## config.mk

```make
export PLATFORM = sky130hd
export DESIGN_NAME = arc4_sched_flat
export DESIGN_NICKNAME = d
export VERILOG_FILES = /design/src/rtl/arc4_pkg.sv /design/src/rtl/arc4_sched_if.sv /design/src/rtl/arc4_mem_mux.sv /design/src/rtl/arc4_sched.sv /design/src/flat_wrapper.sv
export SDC_FILE = /design/constraint.sdc
export NUM_CORES = 1
export LEC_CHECK = 0
export BUFFER_PORTS_ARGS = -buffer_cell sky130_fd_sc_hd__buf_4
export CAP_MARGIN = 15
export CORE_MARGIN = 5
export CORE_UTILIZATION = 46
export CTS_BUF_LIST = sky130_fd_sc_hd__clkbuf_4
export DETAILED_ROUTE_END_ITERATION = 10
export GPL_ROUTABILITY_DRIVEN = 0
export GPL_TIMING_DRIVEN = 0
export PLACE_DENSITY = 0.8
export RECOVER_POWER = 25
export SLEW_MARGIN = 25
export SYNTH_ARGS = -nofsm -noshare
export SYNTH_HDL_FRONTEND = slang
export SYNTH_SLANG_ARGS = --single-unit
export TNS_END_PERCENT = 1
```

## constraint.sdc

```tcl
create_clock -name clk -period 1.9 [get_ports clk]
set_input_delay 0.095 -clock clk [delete_from_list [all_inputs] [get_ports clk]]
set_output_delay 0.095 -clock clk [all_outputs]
set_load 0.01 [all_outputs]
```

## src/rtl/arc4_pkg.sv

```systemverilog
// Shared types and default widths for the ARC4 sequencer and its s_mem port mux.
package arc4_pkg;

    localparam int KEY_W   = 24;
    localparam int ADDR_W  = 8;
    localparam int DATA_W  = 8;
    localparam int TIMEOUT = 4096;

    typedef enum logic [1:0] {
        PH_NONE = 2'd0,
        PH_INIT = 2'd1,
        PH_KSA  = 2'd2,
        PH_PRGA = 2'd3
    } phase_t;

    typedef enum logic [3:0] {
        ST_IDLE,
        ST_INIT_REQ, ST_INIT_GAP, ST_INIT_WAIT,
        ST_KSA_REQ,  ST_KSA_GAP,  ST_KSA_WAIT,
        ST_PRGA_REQ, ST_PRGA_GAP, ST_PRGA_WAIT,
        ST_ERR
    } state_t;

    // The s_mem owner is a pure function of the sequencer state.
    function automatic phase_t state_phase(input state_t s);
        case (s)
            ST_INIT_REQ, ST_INIT_GAP, ST_INIT_WAIT: return PH_INIT;
            ST_KSA_REQ,  ST_KSA_GAP,  ST_KSA_WAIT:  return PH_KSA;
            ST_PRGA_REQ, ST_PRGA_GAP, ST_PRGA_WAIT: return PH_PRGA;
            default:                                return PH_NONE;
        endcase
    endfunction

endpackage

```

## src/rtl/arc4_sched_if.sv

```systemverilog
// Bundle of the sequencer's control, client handshake and s_mem port signals.
interface arc4_sched_if #(
    parameter int KEY_W  = arc4_pkg::KEY_W,
    parameter int ADDR_W = arc4_pkg::ADDR_W,
    parameter int DATA_W = arc4_pkg::DATA_W
);
    logic              en;
    logic              rdy;
    logic              err;
    logic [KEY_W-1:0]  key;
    logic [KEY_W-1:0]  key_out;

    logic              init_en, ksa_en, prga_en;
    logic              init_rdy, ksa_rdy, prga_rdy;

    logic [ADDR_W-1:0] init_addr, ksa_addr, prga_addr;
    logic [DATA_W-1:0] init_wrdata, ksa_wrdata, prga_wrdata;
    logic              init_wren, ksa_wren, prga_wren;

    logic [ADDR_W-1:0] s_addr;
    logic [DATA_W-1:0] s_wrdata;
    logic              s_wren;

    arc4_pkg::phase_t  phase;

    modport slave (
        input  en, key,
        input  init_rdy, ksa_rdy, prga_rdy,
        input  init_addr, ksa_addr, prga_addr,
        input  init_wrdata, ksa_wrdata, prga_wrdata,
        input  init_wren, ksa_wren, prga_wren,
        output rdy, err, key_out,
        output init_en, ksa_en, prga_en,
        output s_addr, s_wrdata, s_wren, phase
    );

    modport master (
        output en, key,
        output init_rdy, ksa_rdy, prga_rdy,
        output init_addr, ksa_addr, prga_addr,
        output init_wrdata, ksa_wrdata, prga_wrdata,
        output init_wren, ksa_wren, prga_wren,
        input  rdy, err, key_out,
        input  init_en, ksa_en, prga_en,
        input  s_addr, s_wrdata, s_wren, phase
    );

endinterface

```

## src/rtl/arc4_mem_mux.sv

```systemverilog
// Combinational 3:1 s_mem port mux; the current owner passes straight through, no owner gives zeros.
module arc4_mem_mux
    import arc4_pkg::*;
#(
    parameter int ADDR_W = arc4_pkg::ADDR_W,
    parameter int DATA_W = arc4_pkg::DATA_W
) (
    input  phase_t            phase_i,
    input  logic [ADDR_W-1:0] init_addr_i,
    input  logic [ADDR_W-1:0] ksa_addr_i,
    input  logic [ADDR_W-1:0] prga_addr_i,
    input  logic [DATA_W-1:0] init_wrdata_i,
    input  logic [DATA_W-1:0] ksa_wrdata_i,
    input  logic [DATA_W-1:0] prga_wrdata_i,
    input  logic              init_wren_i,
    input  logic              ksa_wren_i,
    input  logic              prga_wren_i,
    output logic [ADDR_W-1:0] s_addr_o,
    output logic [DATA_W-1:0] s_wrdata_o,
    output logic              s_wren_o
);

    always_comb begin
        // NOTE: every output gets a default before the case so no path leaves it unassigned (no latch).
        s_addr_o   = '0;
        s_wrdata_o = '0;
        s_wren_o   = 1'b0;
        case (phase_i)
            PH_INIT: begin
                s_addr_o   = init_addr_i;
                s_wrdata_o = init_wrdata_i;
                s_wren_o   = init_wren_i;
            end
            PH_KSA: begin
                s_addr_o   = ksa_addr_i;
                s_wrdata_o = ksa_wrdata_i;
                s_wren_o   = ksa_wren_i;
            end
            PH_PRGA: begin
                s_addr_o   = prga_addr_i;
                s_wrdata_o = prga_wrdata_i;
                s_wren_o   = prga_wren_i;
            end
            default: ;
        endcase
    end

endmodule

```

## src/rtl/arc4_sched.sv

```systemverilog
// ARC4 top-level sequencer: runs init -> ksa -> prga per request and arbitrates the single s_mem port.
module arc4_sched
    import arc4_pkg::*;
#(
    parameter int KEY_W   = arc4_pkg::KEY_W,
    parameter int ADDR_W  = arc4_pkg::ADDR_W,
    parameter int DATA_W  = arc4_pkg::DATA_W,
    parameter int TIMEOUT = arc4_pkg::TIMEOUT
) (
    input  logic         clk,
    input  logic         rst,
    arc4_sched_if.slave  bus
);

    localparam int CNT_W = $clog2(TIMEOUT + 1);

    state_t           state_q, state_d;
    logic [CNT_W-1:0] cnt_q, cnt_d;
    logic [KEY_W-1:0] key_q, key_d;
    logic             init_en_q, init_en_d;
    logic             ksa_en_q, ksa_en_d;
    logic             prga_en_q, prga_en_d;
    logic             rdy_q, err_q;
    phase_t           phase;
    logic             timeout;

    assign phase   = state_phase(state_q);
    assign timeout = (phase != PH_NONE) && (cnt_q == CNT_W'(TIMEOUT - 1));

    always_comb begin
        state_d   = state_q;
        key_d     = key_q;
        cnt_d     = (phase != PH_NONE) ? cnt_q + 1'b1 : cnt_q;
        init_en_d = 1'b0;
        ksa_en_d  = 1'b0;
        prga_en_d = 1'b0;
        case (state_q)
            ST_IDLE: if (bus.en) begin
                key_d   = bus.key;
                cnt_d   = '0;
                state_d = ST_INIT_REQ;
            end
            ST_INIT_REQ: if (bus.init_rdy) begin
                init_en_d = 1'b1;
                state_d   = ST_INIT_GAP;
            end
            ST_INIT_GAP:  state_d = ST_INIT_WAIT;
            ST_INIT_WAIT: if (bus.init_rdy) begin
                cnt_d   = '0;
                state_d = ST_KSA_REQ;
            end
            ST_KSA_REQ: if (bus.ksa_rdy) begin
                ksa_en_d = 1'b1;
                state_d  = ST_KSA_GAP;
            end
            ST_KSA_GAP:  state_d = ST_KSA_WAIT;
            ST_KSA_WAIT: if (bus.ksa_rdy) begin
                cnt_d   = '0;
                state_d = ST_PRGA_REQ;
            end
            ST_PRGA_REQ: if (bus.prga_rdy) begin
                prga_en_d = 1'b1;
                state_d   = ST_PRGA_GAP;
            end
            ST_PRGA_GAP:  state_d = ST_PRGA_WAIT;
            ST_PRGA_WAIT: if (bus.prga_rdy) state_d = ST_IDLE;
            ST_ERR:       ;
            default:      state_d = ST_IDLE;
        endcase

        // A stuck client overrides any handshake progress in the same cycle.
        if (timeout) begin
            state_d   = ST_ERR;
            init_en_d = 1'b0;
            ksa_en_d  = 1'b0;
            prga_en_d = 1'b0;
        end
    end

    always_ff @(posedge clk) begin
        // NOTE: state registers use non-blocking assignment so every flop samples pre-edge values.
        if (rst) begin
            state_q   <= ST_IDLE;
            cnt_q     <= '0;
            key_q     <= '0;
            init_en_q <= 1'b0;
            ksa_en_q  <= 1'b0;
            prga_en_q <= 1'b0;
            rdy_q     <= 1'b1;
            err_q     <= 1'b0;
        end else begin
            state_q   <= state_d;
            cnt_q     <= cnt_d;
            key_q     <= key_d;
            init_en_q <= init_en_d;
            ksa_en_q  <= ksa_en_d;
            prga_en_q <= prga_en_d;
            rdy_q     <= (state_d == ST_IDLE);
            err_q     <= (state_d == ST_ERR);
        end
    end

    assign bus.rdy     = rdy_q;
    assign bus.err     = err_q;
    assign bus.key_out = key_q;
    assign bus.init_en = init_en_q;
    assign bus.ksa_en  = ksa_en_q;
    assign bus.prga_en = prga_en_q;
    assign bus.phase   = phase;

    arc4_mem_mux #(
        .ADDR_W (ADDR_W),
        .DATA_W (DATA_W)
    ) u_mem_mux (
        .phase_i       (phase),
        .init_addr_i   (bus.init_addr),
        .ksa_addr_i    (bus.ksa_addr),
        .prga_addr_i   (bus.prga_addr),
        .init_wrdata_i (bus.init_wrdata),
        .ksa_wrdata_i  (bus.ksa_wrdata),
        .prga_wrdata_i (bus.prga_wrdata),
        .init_wren_i   (bus.init_wren),
        .ksa_wren_i    (bus.ksa_wren),
        .prga_wren_i   (bus.prga_wren),
        .s_addr_o      (bus.s_addr),
        .s_wrdata_o    (bus.s_wrdata),
        .s_wren_o      (bus.s_wren)
    );

endmodule

```

## src/flat_wrapper.sv

```systemverilog
// flat-port wrapper written by rule: the top's interface ports become plain ports
module arc4_sched_flat import arc4_pkg::*;
#(
    parameter int KEY_W   = arc4_pkg::KEY_W,
    parameter int ADDR_W  = arc4_pkg::ADDR_W,
    parameter int DATA_W  = arc4_pkg::DATA_W,
    parameter int TIMEOUT = arc4_pkg::TIMEOUT
)
  (clk, rst, bus_en, bus_key, bus_init_rdy, bus_ksa_rdy, bus_prga_rdy, bus_init_addr, bus_ksa_addr, bus_prga_addr, bus_init_wrdata, bus_ksa_wrdata, bus_prga_wrdata, bus_init_wren, bus_ksa_wren, bus_prga_wren, bus_rdy, bus_err, bus_key_out, bus_init_en, bus_ksa_en, bus_prga_en, bus_s_addr, bus_s_wrdata, bus_s_wren, bus_phase);
  arc4_sched_if #(.KEY_W(KEY_W), .ADDR_W(ADDR_W), .DATA_W(DATA_W)) bus_i ();
  input  logic clk;
  input  logic rst;
  input wire logic [$bits(bus_i.en)-1:0] bus_en;
  input wire logic [$bits(bus_i.key)-1:0] bus_key;
  input wire logic [$bits(bus_i.init_rdy)-1:0] bus_init_rdy;
  input wire logic [$bits(bus_i.ksa_rdy)-1:0] bus_ksa_rdy;
  input wire logic [$bits(bus_i.prga_rdy)-1:0] bus_prga_rdy;
  input wire logic [$bits(bus_i.init_addr)-1:0] bus_init_addr;
  input wire logic [$bits(bus_i.ksa_addr)-1:0] bus_ksa_addr;
  input wire logic [$bits(bus_i.prga_addr)-1:0] bus_prga_addr;
  input wire logic [$bits(bus_i.init_wrdata)-1:0] bus_init_wrdata;
  input wire logic [$bits(bus_i.ksa_wrdata)-1:0] bus_ksa_wrdata;
  input wire logic [$bits(bus_i.prga_wrdata)-1:0] bus_prga_wrdata;
  input wire logic [$bits(bus_i.init_wren)-1:0] bus_init_wren;
  input wire logic [$bits(bus_i.ksa_wren)-1:0] bus_ksa_wren;
  input wire logic [$bits(bus_i.prga_wren)-1:0] bus_prga_wren;
  output wire logic [$bits(bus_i.rdy)-1:0] bus_rdy;
  output wire logic [$bits(bus_i.err)-1:0] bus_err;
  output wire logic [$bits(bus_i.key_out)-1:0] bus_key_out;
  output wire logic [$bits(bus_i.init_en)-1:0] bus_init_en;
  output wire logic [$bits(bus_i.ksa_en)-1:0] bus_ksa_en;
  output wire logic [$bits(bus_i.prga_en)-1:0] bus_prga_en;
  output wire logic [$bits(bus_i.s_addr)-1:0] bus_s_addr;
  output wire logic [$bits(bus_i.s_wrdata)-1:0] bus_s_wrdata;
  output wire logic [$bits(bus_i.s_wren)-1:0] bus_s_wren;
  output wire logic [$bits(bus_i.phase)-1:0] bus_phase;
  assign bus_i.en = bus_en;
  assign bus_i.key = bus_key;
  assign bus_i.init_rdy = bus_init_rdy;
  assign bus_i.ksa_rdy = bus_ksa_rdy;
  assign bus_i.prga_rdy = bus_prga_rdy;
  assign bus_i.init_addr = bus_init_addr;
  assign bus_i.ksa_addr = bus_ksa_addr;
  assign bus_i.prga_addr = bus_prga_addr;
  assign bus_i.init_wrdata = bus_init_wrdata;
  assign bus_i.ksa_wrdata = bus_ksa_wrdata;
  assign bus_i.prga_wrdata = bus_prga_wrdata;
  assign bus_i.init_wren = bus_init_wren;
  assign bus_i.ksa_wren = bus_ksa_wren;
  assign bus_i.prga_wren = bus_prga_wren;
  assign bus_rdy = bus_i.rdy;
  assign bus_err = bus_i.err;
  assign bus_key_out = bus_i.key_out;
  assign bus_init_en = bus_i.init_en;
  assign bus_ksa_en = bus_i.ksa_en;
  assign bus_prga_en = bus_i.prga_en;
  assign bus_s_addr = bus_i.s_addr;
  assign bus_s_wrdata = bus_i.s_wrdata;
  assign bus_s_wren = bus_i.s_wren;
  assign bus_phase = bus_i.phase;
  arc4_sched #(.KEY_W(KEY_W), .ADDR_W(ADDR_W), .DATA_W(DATA_W), .TIMEOUT(TIMEOUT)) u_core (.clk(clk), .rst(rst), .bus(bus_i));
endmodule
```

==> results of run 1 <==
worst max-delay path, cell delays in order, from the launching register on:
cell     delay (ns)
dfxtp_4        0.41
buf_4          0.19
mux2_2         0.35
a22o_1         0.22
buf_4          0.14
sequential cells by signal, indices dropped and copies added, names as in the netlist, 2 cells and up:
name and count:
u_core.bus.key_out 24, u_core.state_q 4, u_core.bus.phase 2, u_core.cnt_q 13
placed cells by master (no fill, tap or decap), types with 2 or more instances in the layout:
| cell | instances |
|---|---|
| buf_4 | 106 |
| nand2_1 | 56 |
| dfxtp_1 | 46 |
| a21oi_1 | 32 |
| nor2_1 | 29 |
| clkbuf_1 | 28 |
| dlygate4sd3_1 | 26 |
| a22o_1 | 18 |
| mux2_2 | 17 |
| clkbuf_4 | 8 |
| buf_2 | 8 |
| o21ai_0 | 8 |
| nor3_1 | 7 |
| xor2_1 | 6 |
| nand3_1 | 5 |
| xnor2_1 | 5 |
| inv_1 | 4 |
| o21a_1 | 3 |
| nand4_1 | 3 |
| clkbuf_2 | 2 |
| nor2b_1 | 2 |
| or3_1 | 2 |
| and3_1 | 2 |
| or2_1 | 2 |
| nor3b_1 | 2 |
| clkinv_2 | 2 |
what timing repair did:
item | in CTS | in global routing
hold buffers | 26 | 0
pin swaps | 0 | 1
gates resized for setup | 8 | 9
buffers inserted | 0 | 0
endpoints found under the setup margin | 17 | 13
endpoints found under the hold margin | 26 | 0
layer usage:
metal	routed length (microns)	up-vias	GRT usage, %
li1	-	1331	-
met1	2900	1270	25.5
met2	4100	92	42.1
met3	684	17	7.48
met4	176	0	8.50
met5	0	-	0
worst min-delay path by stage:
stage,to,slack [ns],depth (start not counted)
floorplan,u_core.bus.ksa_en,0.21,2
global placement,u_core.bus.key_out[11],0.34,3
detailed placement,u_core.bus.key_out[11],0.35,3
CTS,u_core.bus.prga_en,0.04,3
global route,u_core.bus.prga_en,0.08,3
finish,u_core.bus.prga_en,0.06,3
layout make-up:
| cell class | count | area, sq um |
|---|---|---|
| sequential | 48 | 966 |
| tap | 70 | 87.6 |
| inverter | 4 | 15.0 |
| clock buffer | 5 | 37.5 |
| buffer | 20 | 114 |
| fill | 410 | 1390 |
| clock inverter | 3 | 13.8 |
| multi-input combinational | 218 | 1360 |
| timing repair buffer | 154 | 1130 |
logic make-up after synthesis:
family                     Yosys count  synth area share [%]
DFF                                 48                  39.6
AOI/OAI and AO/OA                   71                  21.0
xor gates and xnor gates            11                  3.98
muxes                               18                  8.36
and+or+nand+nor                    117                  21.9
buffers and inverters               24                  4.59
adders and majority gates            1                 0.516
power by group:
group	switching [mW]	internal, mW
clock network	0.317	0.137
registers	0.0368	1.06
logic	0.314	0.372
metrics by stage:
stage	utilization, %	total power, mW
2_1_floorplan	-	1.45
3_3_place_gp	68.0	1.75
3_5_place_dp	68.0	1.76
4_1_cts	74.3	2.26
5_1_grt	72.9	2.37
6_report	72.9	2.24
==> metrics.yaml, run 1 <==
run_status:
  status: "finished, final reports clean"
clock_tree:
  clock_path_buffers: 2
  cts.clk_slew.worst_paths_ns: 0.14
  cts_buffers: 5
  cts_tree: "built"
  cts.sinks: 48
  htreeDepth: 2
  worstSkewPairLatency_ns: 0.36
  clockRootBuffer: "clkbuf_4"
synthesis:
  yosys-top-cells-count: "nand2_1 (56), dfxtp_1 (48), a21oi_1 (32)"
  ys_ff_latch: 48
  synth_warnings: 0
  synth_most_common_cell: "nand2_1"
  synth-edff-count: 0
  netlist_area_sq_um: 2420
  yosysSeqAreaShare_pct: 39.6
  synth_area_leaders: "dfxtp_1 (40%), nand2_1 (8.7%), mux2_2 (7.9%)"
  netlist.area_leader.share_pct: 39.6
  synth_fp_nets: 372
  synth_area_leader_cell: "dfxtp_1"
  syn_inst: 290
  synth_flop_cell: "dfxtp_1"
  synthArstFlopShare_pct: 0
  postSynthAreaPerCell_sq_um: 8.36
  yosysUniqueCellTypes: 43
critical_path:
  start_kind: "register"
  cp_data_arrival_time_ns: 1.67
  critPathMaxFanout: 10
  r2r_cells: 6
  worstSetupPathType: "register to output port"
  endpoint_kind: "output port"
  crit_path_start: "u_core.bus.phase[0]"
  worstReg2RegStart: "u_core.state_q[3]"
  ff2ff_setup_slack_ns: 0.20
  endpoint: "bus_s_wrdata[6]"
  r2r_end: "u_core.bus.key_out[22]"
  cp.required_ns: 1.80
floorplanning:
  die_w_microns: 82.6
  dieHeight_microns: 82.6
  num_rows: 26
  io_pins: 129
  dieArea_sq_um: 6820
  start_util_pct: 47.5
  coreArea_sq_um: 5110
route:
  wl_per_cell_microns: 15.1
  avgViaCountPerCell: 5.19
  wirelength_microns: 7860
  drtAntennaViolNets: 0
  drc: 0
  first_pass_iters: 6
  route.vias.total: 2710
  drtIter0Drc: 104
grt:
  grt_pass1_wl_microns: 12300
  grt_max_degree: 15
  grt.overflow.total: 0
  grt_usage_pct: 23.4
  antenna_found_initial: 0
  grt_pass1_vias: 2632
place:
  placed_area_sq_um: 3470
  pre_cts_slack_ns: 0.134
  hpwlAfterDp_microns: 5430
  dp.cells: 488
  io_buffers: 128
min_path:
  hold_path_class: "primary input to register"
  hold_start: "bus_prga_rdy"
power:
  p_per_area_nw_per_um2: 601
  max-vdd-ir-drop_mv: 0.545
  power.leakage_nw: 1.58
timing:
  finalWorstSetupSlack_ns: 0.136
  worst_slew_pin_slew_ns: 0.481
  rsz0062_at_grt: "false"
  max_freq_ghz: 0.567
  clock_skew_ns: 0.0159
  fin_tns_setup_ns: 0
  hold_ws_ns: 0.0639
  setup_violations: 0
  fin_crit_sh_pct: 92.8
  slew_viol_final: 0
  period_minus_slack_ns: 1.76
  hold_violations: 0
  maxSlewHeadroom_pct: 67.9
job:
  maxCapViolCount: 0
final_layout:
  synthToLayoutAreaGrowth_pct: 53.6
  final_area_sq_um: 3720
  drive_above_1_share_pct: 33.6
  nets: 533
  layoutNonFillerInstCount: 522
  antenna_cells: 0
No activity file was read; power rests on OpenSTA's default activity.
==> run 2, diff against run 1 <==
==> constraint.sdc (replaced) <==
create_clock -name clk -period 1.9 [get_ports clk]
set_input_delay 0.19 -clock clk [delete_from_list [all_inputs] [get_ports clk]]
set_output_delay 0.19 -clock clk [all_outputs]
set_load 0.01 [all_outputs]
==> metrics.yaml, run 2 (synthesis results as in run 1) <==
critical_path:
  cp_slowest_cell: "dfxtp_4"  # unchanged
  crit_chain: "buf_4 > mux2_2 > a22o_1 > buf_4"  # unchanged
  critPathMaxFanout: 10  # unchanged
  endpoint_kind: "output port"  # unchanged
  start_kind: "register"  # unchanged
  max_stage_delay_ns: 0.41  # about the same
  path_delay_family: "flip-flops"  # unchanged
  cp.required_ns: 1.71  # was 1.80 ns
  worstReg2RegStart: "u_core.state_q[2]"  # was u_core.state_q[3]
  crit_buf_inv: 2  # unchanged
  cp_data_arrival_time_ns: 1.62  # was 1.67 ns
  cp_common_cell: "buf_4"  # unchanged
  crit_path_start: "u_core.bus.phase[0]"  # unchanged
  worstSetupPathType: "register to output port"  # unchanged
route:
  route.vias.total: 2540  # was 2,710
  drtIter0Drc: 103  # was 104
  drc: 0  # unchanged
  first_pass_iters: 4  # was 6
  drtAntennaViolNets: 0  # unchanged
  wirelength_microns: 6860  # was 7860 microns
  avgViaCountPerCell: 5.11  # was 5.19
  wl_per_cell_microns: 13.8  # was 15.1 microns
min_path:
  hold_start: "bus_key[11]"  # was bus_prga_rdy
  hold_path_class: "primary input to register"  # unchanged
floorplanning:
  io_pins: 129  # unchanged
  coreArea_sq_um: 5110  # unchanged
  dieArea_sq_um: 6820  # unchanged
  dieHeight_microns: 82.6  # unchanged
  num_rows: 26  # unchanged
  die_w_microns: 82.6  # unchanged
  start_util_pct: 47.5  # unchanged
timing:
  rsz0062_at_grt: "false"  # unchanged
  fin_tns_setup_ns: 0  # unchanged
  max_freq_ghz: 0.552  # was 0.567 GHz
  fin_crit_sh_pct: 95.4  # was 92.8%
  maxSlewHeadroom_pct: 69.7  # was 67.9%
  worst_slew_pin_slew_ns: 0.450  # was 0.481 ns
  hold_violations: 0  # unchanged
  hold_ws_ns: 0.0611  # was 0.0639 ns
  clock_skew_ns: 0.0130  # was 0.0159 ns
  setup_violations: 0  # unchanged
  period_minus_slack_ns: 1.81  # was 1.76 ns
  slew_viol_final: 0  # unchanged
clock_tree:
  clockRootBuffer: "clkbuf_4"  # unchanged
  cts_tree: "built"  # unchanged
  clock_path_buffers: 2  # unchanged
  cts_buffers: 5  # unchanged
  cts.sinks: 48  # unchanged
  cts.clk_slew.worst_paths_ns: 0.14  # about the same
  htreeDepth: 2  # unchanged
  worstSkewPairLatency_ns: 0.35  # was 0.36 ns
power:
  power.leakage_nw: 1.49  # was 1.58 nW
  p_per_area_nw_per_um2: 627  # was 601 nW/um^2
  p_int_mw: 1.54  # was 1.57 mW
  p_comb_share_pct: 29.2  # was 30.7%
  swShare_pct: 29.3  # was 29.9%
  p_switching_mw: 0.638  # was 0.668 mW
  max-vdd-ir-drop_mv: 0.533  # was 0.545 mV
  power_frac_seq_pct: 50.2  # was 49.0%
  p_total_mw: 2.18  # was 2.24 mW
  pwr-share-clk_pct: 20.6  # was 20.3%
place:
  placed_area_sq_um: 3470  # unchanged
  io_buffers: 128  # unchanged
  hpwlAfterDp_microns: 5430  # unchanged
grt:
  grt_pass1_vias: 2348  # was 2,632
  grt_max_degree: 15  # unchanged
  grt_pass1_wl_microns: 10600  # was 12,300 microns
  grt.overflow.total: 0  # unchanged
  grt_usage_pct: 19.7  # was 23.4%
  antenna_found_initial: 0  # unchanged
run_status:
  status: "finished, final reports clean"  # unchanged
final_layout:
  final_common_cell: "buf_4"  # unchanged
  final_area_sq_um: 3480  # was 3720 sq um
  largest_reg_flops: 24  # unchanged
  final_cell_mix: "buf_4 (109), nand2_1 (56), dfxtp_1 (46), a21oi_1 (32), nor2_1 (29)"  # was buf_4 (106), nand2_1 (56), dfxtp_1 (46), a21oi_1 (32), nor2_1 (29)
  fillers: 457  # was 410
  nets: 508  # was 533
  drive_above_1_share_pct: 35.8  # was 33.6%
  antenna_cells: 0  # unchanged
  synthToLayoutAreaGrowth_pct: 43.4  # was 53.6%
job:
  maxCapViolCount: 0  # unchanged
-- run 2: cell count changes in the layout (fill, tap and decap cells not counted), sizes merged --
cell | before | now
buf | 115 | 118
clkbuf | 38 | 36
dlygate4sd3 | 26 | 0
-- run 2: per-stage QoR --
step / setup slack (ns) / utilization, % / std cells
after global routing: 0.000377 / 68.1 / 497
after global placement: 0.0659 / 68.0 / 488
after CTS: 0.0151 / 69.3 / 496
after floorplan: 0.332 / - / 290
after detailed placement: 0.0395 / 68.0 / 488
final: 0.0883 / 68.1 / 497
-- run 2: power by group through the flow --
| stage | sequential, mW | combinational (mW) | clock (mW) |
|---|---|---|---|
| after global routing | 1.10 | 0.698 | 0.519 |
| after floorplan | 1.13 | 0.315 | 0 |
| after detailed placement | 1.12 | 0.647 | 0 |
| after global placement | 1.11 | 0.637 | 0 |
| after CTS | 1.10 | 0.655 | 0.468 |
| final | 1.10 | 0.637 | 0.448 |
-- run 2: metal layers --
layer  routed length, microns  vias up  GRT usage (%)
li1                         -     1276              -
met1                     2720     1183           22.3
met2                     3430       79           34.1
met3                      673        2           7.81
met4                       34        0           5.72
met5                        0        -              0
-- run 2: layout make-up --
| type | instances | area (sq um) | share of cell area [%] |
|---|---|---|---|
| clock buffer | 5 | 37.5 | 1.08 |
| sequential | 48 | 966 | 27.8 |
| buffer | 20 | 123 | 3.53 |
| tap | 70 | 87.6 | 2.52 |
| inverter | 4 | 15.0 | 0.432 |
| clock inverter | 3 | 13.8 | 0.396 |
| multi-input combinational | 218 | 1350 | 38.9 |
| timing repair buffer | 129 | 882 | 25.4 |
-- run 2: timing repair --
action / in CTS / in global routing
endpoints found under the setup margin: 17 / 13
setup buffers: 0 / 1
pin swaps: 0 / 1
gates resized for setup: 10 / 9
hold buffers: 0 / 0
-- run 2: final timing paths --
kind                                                to  slack, ns  cells after the start
worst max register to register          u_core.bus.rdy       0.20                      6
worst max-delay path                   bus_s_wrdata[3]       0.09                      4
worst min register to register   u_core.bus.key_out[9]       0.46                      2
worst min-delay path            u_core.bus.key_out[11]       0.06                      3
-- run 2: worst min-delay path, delay by kind of cell --
family | cells | cell delay (ns)
and+or+nand+nor | 1 | 0.04
buffers and inverters | 1 | 0.11
AOI/OAI and AO/OA | 1 | 0.05
